[config.mk]
export PLATFORM = sky130hd
export DESIGN_NAME = mult_add_16
export DESIGN_NICKNAME = d
export VERILOG_FILES = /design/src/rtl/mult_add_pkg.sv /design/src/rtl/mult_add_16.sv
export SDC_FILE = /design/constraint.sdc
export NUM_CORES = 1
export LEC_CHECK = 0
export BUFFER_PORTS_ARGS = -buffer_cell sky130_fd_sc_hd__buf_2
export CAP_MARGIN = 20
export CORE_UTILIZATION = 58
export CTS_CLUSTER_DIAMETER = 80
export CTS_CLUSTER_SIZE = 16
export DETAILED_ROUTE_END_ITERATION = 7
export PLACE_DENSITY = 0.78
export SETUP_SLACK_MARGIN = 0.5
export SLEW_MARGIN = 20
export SYNTH_ARGS = -nofsm -noshare
export SYNTH_HDL_FRONTEND = slang
export SYNTH_SLANG_ARGS = --single-unit
[constraint.sdc]
create_clock -name i_clk_50m -period 4.25 [get_ports i_clk_50m]
set_clock_uncertainty 0.15 [all_clocks]
set_input_delay 0.2125 -clock i_clk_50m [delete_from_list [all_inputs] [get_ports i_clk_50m]]
set_output_delay 0.2125 -clock i_clk_50m [all_outputs]
set_load 0.005 [all_outputs]
[src/rtl/mult_add_pkg.sv]
`default_nettype none
// ============================================================================
//  Module      : mult_add_pkg
//  Description : Shared definitions for the mult_add_16 shift-and-add
//                multiply-accumulate engine. It holds the one-hot controller
//                state encodings and the default operand width.
//  Revision    : 1.0 - initial release
// ============================================================================
package mult_add_pkg;

  localparam int DEFAULT_WIDTH = 16;

  // One-hot controller states. This is the same handshake flow that the
  // companion divider uses.
  typedef enum logic [4:0] {
    CAL_IDLE   = 5'b00001,
    CAL_ASSIGN = 5'b00010,
    CAL_CALC   = 5'b00100,
    CAL_END    = 5'b01000,
    CAL_OVER   = 5'b10000
  } cal_state_t;

endpackage
`default_nettype wire

[src/rtl/mult_add_16.sv]
`default_nettype none
// ============================================================================
//  Module      : mult_add_16
//  Description : Sequential multiply-accumulate engine that computes
//                o_result = i_addend + i_multiplicand * i_multiplier
//                by shift-and-add, one multiplier bit per clock. When either
//                factor is zero, the engine skips CALC and returns the addend.
//  Ports       : i_clk_50m      - system clock (rising edge)
//                i_rst          - asynchronous active-high reset
//                i_cal_sig      - start request, sampled only in IDLE
//                i_multiplicand - step size, latched in ASSIGN
//                i_multiplier   - count / index, latched in ASSIGN
//                i_addend       - offset, latched in ASSIGN
//                o_result       - 2*WIDTH result, held until the next END
//                o_sat          - saturation flag, updated in END
//                o_cal_done     - one-cycle completion pulse
//  Config      : MULT_ADD_SAT_EN - when defined, the result is clamped to
//                2^WIDTH-1 and o_sat is raised. When undefined, the full
//                product-sum is returned and o_sat is held at 0.
//  Revision    : 1.0 - initial release
// ============================================================================
module mult_add_16
  import mult_add_pkg::*;
#(
  parameter int WIDTH = DEFAULT_WIDTH
) (
  input  logic                 i_clk_50m,
  input  logic                 i_rst,
  input  logic                 i_cal_sig,
  input  logic [WIDTH-1:0]     i_multiplicand,
  input  logic [WIDTH-1:0]     i_multiplier,
  input  logic [WIDTH-1:0]     i_addend,
  output logic [2*WIDTH-1:0]   o_result,
  output logic                 o_sat,
  output logic                 o_cal_done
);

  localparam int                 CNT_W     = $clog2(WIDTH);
  localparam logic [CNT_W-1:0]   LAST_ITER = CNT_W'(WIDTH - 1);

  cal_state_t               state;
  cal_state_t               next_state;
  logic [2*WIDTH-1:0]       acc;
  logic [2*WIDTH-1:0]       mcand;
  logic [WIDTH-1:0]         mplier;
  logic [CNT_W-1:0]         iter_cnt;
  logic                     last_iter;
  logic                     zero_operand;

  // The iteration that shifts the final set bit out of mplier is the last
  // one. The counter bound is a backstop, and it never fires for legal
  // operands.
  assign last_iter    = (mplier[WIDTH-1:1] == '0) || (iter_cnt == LAST_ITER);
  assign zero_operand = (i_multiplicand == '0) || (i_multiplier == '0);

  // --------------------------------------------------------------------------
  // State register
  // --------------------------------------------------------------------------
  always_ff @(posedge i_clk_50m or posedge i_rst) begin
    if (i_rst) begin
      state <= CAL_IDLE;
    end else begin
      state <= next_state;
    end
  end

  // --------------------------------------------------------------------------
  // Next-state logic. Any encoding that is not one-hot falls back to IDLE.
  // --------------------------------------------------------------------------
  always_comb begin
    next_state = CAL_IDLE;
    case (state)
      CAL_IDLE:   next_state = i_cal_sig ? CAL_ASSIGN : CAL_IDLE;
      CAL_ASSIGN: next_state = zero_operand ? CAL_END : CAL_CALC;
      CAL_CALC:   next_state = last_iter ? CAL_END : CAL_CALC;
      CAL_END:    next_state = CAL_OVER;
      CAL_OVER:   next_state = CAL_IDLE;
      default:    next_state = CAL_IDLE;
    endcase
  end

  // --------------------------------------------------------------------------
  // Datapath: accumulator, shifting multiplicand and multiplier.
  // The maximum sum (2^W-1)^2 + (2^W-1) = 2^2W - 2^W fits in acc, so the
  // addition cannot wrap.
  // --------------------------------------------------------------------------
  always_ff @(posedge i_clk_50m or posedge i_rst) begin
    if (i_rst) begin
      acc      <= '0;
      mcand    <= '0;
      mplier   <= '0;
      iter_cnt <= '0;
    end else begin
      case (state)
        CAL_IDLE: begin
          acc      <= '0;
          mcand    <= '0;
          mplier   <= '0;
          iter_cnt <= '0;
        end
        CAL_ASSIGN: begin
          acc    <= {{WIDTH{1'b0}}, i_addend};
          mcand  <= {{WIDTH{1'b0}}, i_multiplicand};
          mplier <= i_multiplier;
        end
        CAL_CALC: begin
          if (mplier[0]) begin
            acc <= acc + mcand;
          end
          mcand    <= mcand << 1;
          mplier   <= mplier >> 1;
          iter_cnt <= iter_cnt + CNT_W'(1);
        end
        default: ;
      endcase
    end
  end

  // --------------------------------------------------------------------------
  // Result and completion pulse
  // --------------------------------------------------------------------------
  always_ff @(posedge i_clk_50m or posedge i_rst) begin
    if (i_rst) begin
      o_cal_done <= 1'b0;
    end else begin
      o_cal_done <= (state == CAL_END);
    end
  end

`ifdef MULT_ADD_SAT_EN
  localparam logic [2*WIDTH-1:0] SAT_MAX = {{WIDTH{1'b0}}, {WIDTH{1'b1}}};

  always_ff @(posedge i_clk_50m or posedge i_rst) begin
    if (i_rst) begin
      o_result <= '0;
      o_sat    <= 1'b0;
    end else if (state == CAL_END) begin
      if (acc > SAT_MAX) begin
        o_result <= SAT_MAX;
        o_sat    <= 1'b1;
      end else begin
        o_result <= acc;
        o_sat    <= 1'b0;
      end
    end
  end
`else
  always_ff @(posedge i_clk_50m or posedge i_rst) begin
    if (i_rst) begin
      o_result <= '0;
    end else if (state == CAL_END) begin
      o_result <= acc;
    end
  end

  assign o_sat = 1'b0;
`endif

endmodule
`default_nettype wire

* After elaboration in Yosys (flattened, before gate mapping)
Index checks and enable logic that the tools add are counted.
Operators by class: add/sub/neg operators 2, equal/unequal tests 6, multiplexer cells 9, reduce and logical (&&, ||, !) cells 8
Operator list (count):
- 32-bit case mux with 3 select lines | 2
- 16-bit case mux with 3 select lines | 1
- 32-bit adder | 1
- 16-bit zero test | 2
- 32-bit two-way mux | 1
- 5-bit case mux with 4 select lines | 1
- 15-bit zero test | 1
- 4-bit two-way mux | 2
- 4-bit case mux with 2 select lines | 1
- 5-bit by 1-bit == test with 1-bit output (second input constant) | 1
- 5-bit by 2-bit == test with 1-bit output (second input constant) | 1
- 5-bit by 3-bit == test with 1-bit output (second input constant) | 1
- 5-bit by 4-bit == test with 1-bit output (second input constant) | 1
- 4-bit by 1-bit adder with 4-bit output (second input constant) | 1
- 4-bit == test (second input constant) | 1
- 3-bit nonzero test | 1
- 1-bit logical OR | 2
- 2-bit two-way mux | 1
- 2-bit inequality test (second input constant) | 1
- 2-bit AND reduction | 1
- 2-bit nonzero test | 1
Word-level totals: register bits 122, input bits 51, output and inout bits 34, word-level logic and storage cells 32

* Depth between registers and ports, before layout
depth in word-level cells 4, depth in mapped cells 10, gate-level depth less buffers 10

* Worst setup path after synthesis
Ideal clock, no wire load.
path type flip-flop to flip-flop, start point register acc[17], end point register acc[30], setup time 122 ps, arrival 2333 ps, required time 3978 ps, path slack 1645 ps, stages on the path, launching flop included 8, buffers on the path 0, cells stage by stage dfrtp_1 -> ha_1 -> a21o_1 -> or4_4 -> a221oi_4 -> a2111oi_2 -> or3_1 -> a32o_1
On the way: word-level cells in the longest chain between the ends 3
Ends and longest elaborated chain:
- start, declared | line mult_add_16.sv:43 | logic [2*WIDTH-1:0] acc;
- start signal, assigned | line mult_add_16.sv:102 | acc <= {{WIDTH{1'b0}}, i_addend};
- start signal, assigned | line mult_add_16.sv:108 | acc <= acc + mcand;
- 32-bit adder | line mult_add_16.sv:108
- 32-bit two-way mux | line mult_add_16.sv:107 | if (mplier[0]) begin
- 32-bit case mux with 3 select lines | line mult_add_16.sv:94 | case (state)
No other way between the ends. The select of a mux whose other input is x is not followed. A chain may end at the register's enable or synchronous reset.

* Final worst setup path
start point register mcand[0], end point register acc[30]
On the way: word-level cells in the longest chain between the ends 3
Ends and longest elaborated chain:
- start, declared | line mult_add_16.sv:44 | logic [2*WIDTH-1:0] mcand;
- start signal, assigned | line mult_add_16.sv:103 | mcand <= {{WIDTH{1'b0}}, i_multiplicand};
- start signal, assigned | line mult_add_16.sv:110 | mcand <= mcand << 1;
- 32-bit adder | line mult_add_16.sv:108
- 32-bit two-way mux | line mult_add_16.sv:107
- 32-bit case mux with 3 select lines | line mult_add_16.sv:94
No other way between the ends. The select of a mux whose other input is x is not followed.

==> flow_metrics.py <==
metrics = {
    "pwr": {
        "swShare_pct": 33.65,
        "p_sw_w": 0.001439,
        "seqPwrFrac_pct": 36.0,
        "p_clk_share_pct": 36.7,
        "pwr-share-comb_pct": 27.3,
        "power_density_nw_per_um2": 515.3,
        "leakage_nw": 4.028,
        "irDropWorstVdd_v": 0.0004178,
        "internal_power_w": 0.002837,
    },
    "global_routing": {
        "grt_pass1_wl_um": 29390,
        "grt_start_max_net_pins": 54,
        "grt_usage_pct": 32.52,
        "grt_pass1_vias": 5935,
        "grt-ovfl-total": 0,
        "antenna_found_initial": 0,
    },
    "run_status": {
        "outcome": "finished with violations",
        "violations": "DRC",
    },
    "clock_tree": {
        "cts_sinks": 122,
        "ctsResizeCount": 0,
        "cts_made_buffers": 17,
        "htree_levels": 4,
        "clk_path_buf_depth": 2,
        "cts_tree": "yes",
        "clkLatencyLatePin_ns": 0.43,
        "path_clk_slew_ns": 0.05,
        "clockRootBuffer": "clkbuf_16",
    },
    "detailed_routing": {
        "wl_met3_um": 1374,
        "drc": 2,
        "firstDrtPassIters": 8,
        "vias": 5924,
        "met1Wirelength_um": 7275,
        "highest_layer": "met4",
        "first_iter_violations": 777,
        "dr_wl_met2_um": 8860,
        "viasPerCell": 6.432,
        "wl_per_cell_um": 19.45,
        "ant_nets": 0,
        "wl_um": 17910,
    },
    "sta": {
        "holdWs_ns": 0.2516,
        "setup_violations": 0,
        "hold_viol": 0,
        "rsz0062_at_grt": "false",
        "clock.fmax_mhz": 346.4,
        "max_slew_margin_pct": 28.58,
        "tns_ns": 0,
        "period_minus_slack_ns": 2.887,
        "tightest_slew_ns": 1.069,
        "drv_slew": 0,
        "min_period_over_period_pct": 67.93,
    },
    "logic_synthesis": {
        "synth_top_area_share_pct": 45.24,
        "async_flop_share_pct": 100.0,
        "synth_area_leaders": "dfrtp_1 45%, ha_1 6.0%, mux2_2 5.4%, a222oi_1 4.5%, a21oi_1 2.6%",
        "avgSynthCellArea_um2": 10.36,
        "ys_warn_count": 0,
        "yosysTopAreaCell": "dfrtp_1",
        "synth_ff_type": "dfrtp_1",
        "syn_area_um2": 6693,
        "syn_inst": 646,
        "ys_types": 63,
        "synth_edf_count": 0,
        "ys_seq_area_share_pct": 45.63,
        "ys_seq_elements": 122,
        "syn_nets": 730,
    },
    "finish": {
        "multi_input_area_um2": 3294,
        "fin_util_pct": 75.22,
        "drive_gt1_share_pct": 21.51,
        "layout.nets": 852,
        "syn2layout_area_growth_pct": 23.97,
        "ff_latch_area_um2": 3054,
        "antenna_cells": 0,
        "fill_cells": 763,
        "stdcell_count": 921,
    },
    "worst_setup_path": {
        "cpPeakStageDelay_ns": 0.41,
        "cpMaxStageDelayCell": "fa_1",
        "rrSetupSlack_ns": 1.36,
        "worstPathRequired_ns": 4.42,
        "crit_path_start_kind": "register",
        "cp_cell_sequence": "ha_1, inv_1, fa_1, nor2b_1, o2111ai_1, a21oi_2, o211ai_2, a2111oi_2, o21ai_0, a32o_1",
        "arrival_ns": 3.05,
        "endpoint_kind": "register",
        "critical_path_class": "register to register",
        "cp_max_fo": 3,
    },
    "die": {
        "die_area_um2": 11970,
        "pin_count": 85,
        "fp-row-count": 38,
        "core_area_um2": 11030,
        "die_x_um": 109.4,
        "start_util_pct": 60.67,
        "die_h_um": 109.4,
    },
    "job": {
        "max_cap_violations": 0,
    },
    "place": {
        "place_congestion": 0.8899,
        "io_buffer_count": 83,
        "dp_hpwl_um": 11410,
        "dpl.cell_count": 839,
    },
    "hold_path": {
        "hold_class": "input port to asynchronous set/reset pin",
    },
}
power by group through the flow:
stage,Clock [W],Combinational (W),Sequential [W]
finish,0.00157,0.00117,0.00154
global placement,0,0.00106,0.00153
global route,0.00163,0.00128,0.00156
floorplan,0,0.000819,0.00149
detailed placement,0,0.00109,0.00154
CTS,0.00158,0.00114,0.00152
per-stage QoR:
stage | worst slack [ns] | power (W) | instance area [um^2]
6_report | 1.363 | 0.004276 | 8297
5_1_grt | 1.203 | 0.004465 | 8297
4_1_cts | 1.369 | 0.004247 | 8297
3_5_place_dp | 1.391 | 0.002631 | 7156
3_3_place_gp | 1.511 | 0.002588 | 7156
2_1_floorplan | 0.6466 | 0.002306 | 6693
worst paths after layout:
path                              start      endpoint  depth (start not counted)
setup / recovery               mcand[0]       acc[30]                         10
hold / removal                    i_rst  o_result[30]                          3
setup reg to reg               mcand[0]       acc[30]                         10
hold reg to reg            o_result[23]  o_result[23]                          1
max in group asynchronous         i_rst  o_result[16]                          4
min in group i_clk_50m     o_result[23]  o_result[23]                          1
cells in the final DEF (no fill, tap or decap), drive strengths merged, types with 6 or more instances in the layout:
master       netlist  routed
a22o              20      20
xnor2             16      16
nand3             11      11
inv               42      42
o21ai             51      51
xor2               9       9
o211ai             7       7
a22oi             16      16
buf               11      90
a21oi             37      37
a211oi             7       7
nor2              25      25
nor3               6       6
clkbuf            26      25
ha                32      32
mux2              32      32
a21o              14      14
nand4             10      10
a222oi            30      30
nor4              18      18
nand2             47      47
dlygate4sd3        0      50
o21bai             6       6
dfrtp            121     121
cell families (layout without fill, tap and decap cells):
group / after synthesis / count (layout) / share of synthesized area (%)
AOI/OAI and AO/OA: 213 / 213 / 23.11
and+or+nand+nor: 137 / 137 / 10.47
DFF: 122 / 122 / 45.63
buffers and inverters: 80 / 215 / 5.347
muxes: 35 / 35 / 5.833
adders and majority gates: 33 / 33 / 6.282
xor gates and xnor gates: 25 / 25 / 3.272
other: 1 / 1 / 0.05603
metal layers:
| metal | GRT usage (%) | vias to the layer above |
|---|---|---|
| met1 | 40.36 | 2890 |
| met2 | 54.09 | 310 |
| li1 | - | 2688 |
| met5 | 0 | - |
| met3 | 8.180 | 36 |
| met4 | 13.62 | 0 |
synthesized netlist by cell type (2+ instances only):
library cell  number
inv_1             42
xnor2_1           16
clkbuf_1          24
nor4_1            18
o21ai_0           23
nand3_1           10
o21bai_1           5
or3_1              4
a31oi_1            4
a211oi_1           7
xor2_1             9
a21oi_1           35
o211ai_1           6
ha_1              32
o21ai_1           28
a21o_1            13
nor2_1            24
nand2_1           46
nor2b_1            2
buf_2              3
buf_6              3
a222oi_1          30
and3_1             5
buf_1              2
o21a_1             4
buf_4              3
mux2i_1            3
dfrtp_1          121
o31ai_1            4
a32o_1             3
nand3b_1           3
clkbuf_8           2
nor3_1             6
a22oi_1           16
a22o_1            20
nand2b_1           4
nand4_1            9
mux2_2            32
critical path: cells and delay by family, from the launching register on:
family | cells | cell delay [ns]
flops | 1 | 0.38
simple gates | 1 | 0.18
compound gates | 6 | 1.38
buf+inv | 1 | 0.07
fa+ha+maj | 2 | 0.62
sequential cells by signal (all words and copies together) (netlist names):
signal,flops
o_result,32
iter_cnt,4
mcand,32
mplier,16
o_cal_done,1
acc,32
state,5
cell type report:
type | count | area share (%)
Clock buffer | 25 | 6.093
Clock inverter | 7 | 1.629
Inverter | 43 | 1.976
Multi-Input combinational cell | 444 | 39.71
Sequential cell | 122 | 36.81
Tap cell | 140 | 2.111
Timing Repair Buffer | 140 | 11.67
repair_timing:
item / in CTS / in global routing
hold buffers: 50 / 0
endpoints found under the hold margin: 94 / 0
buffers inserted: 0 / 0
Note: power is estimated with default switching activity, not from simulation.
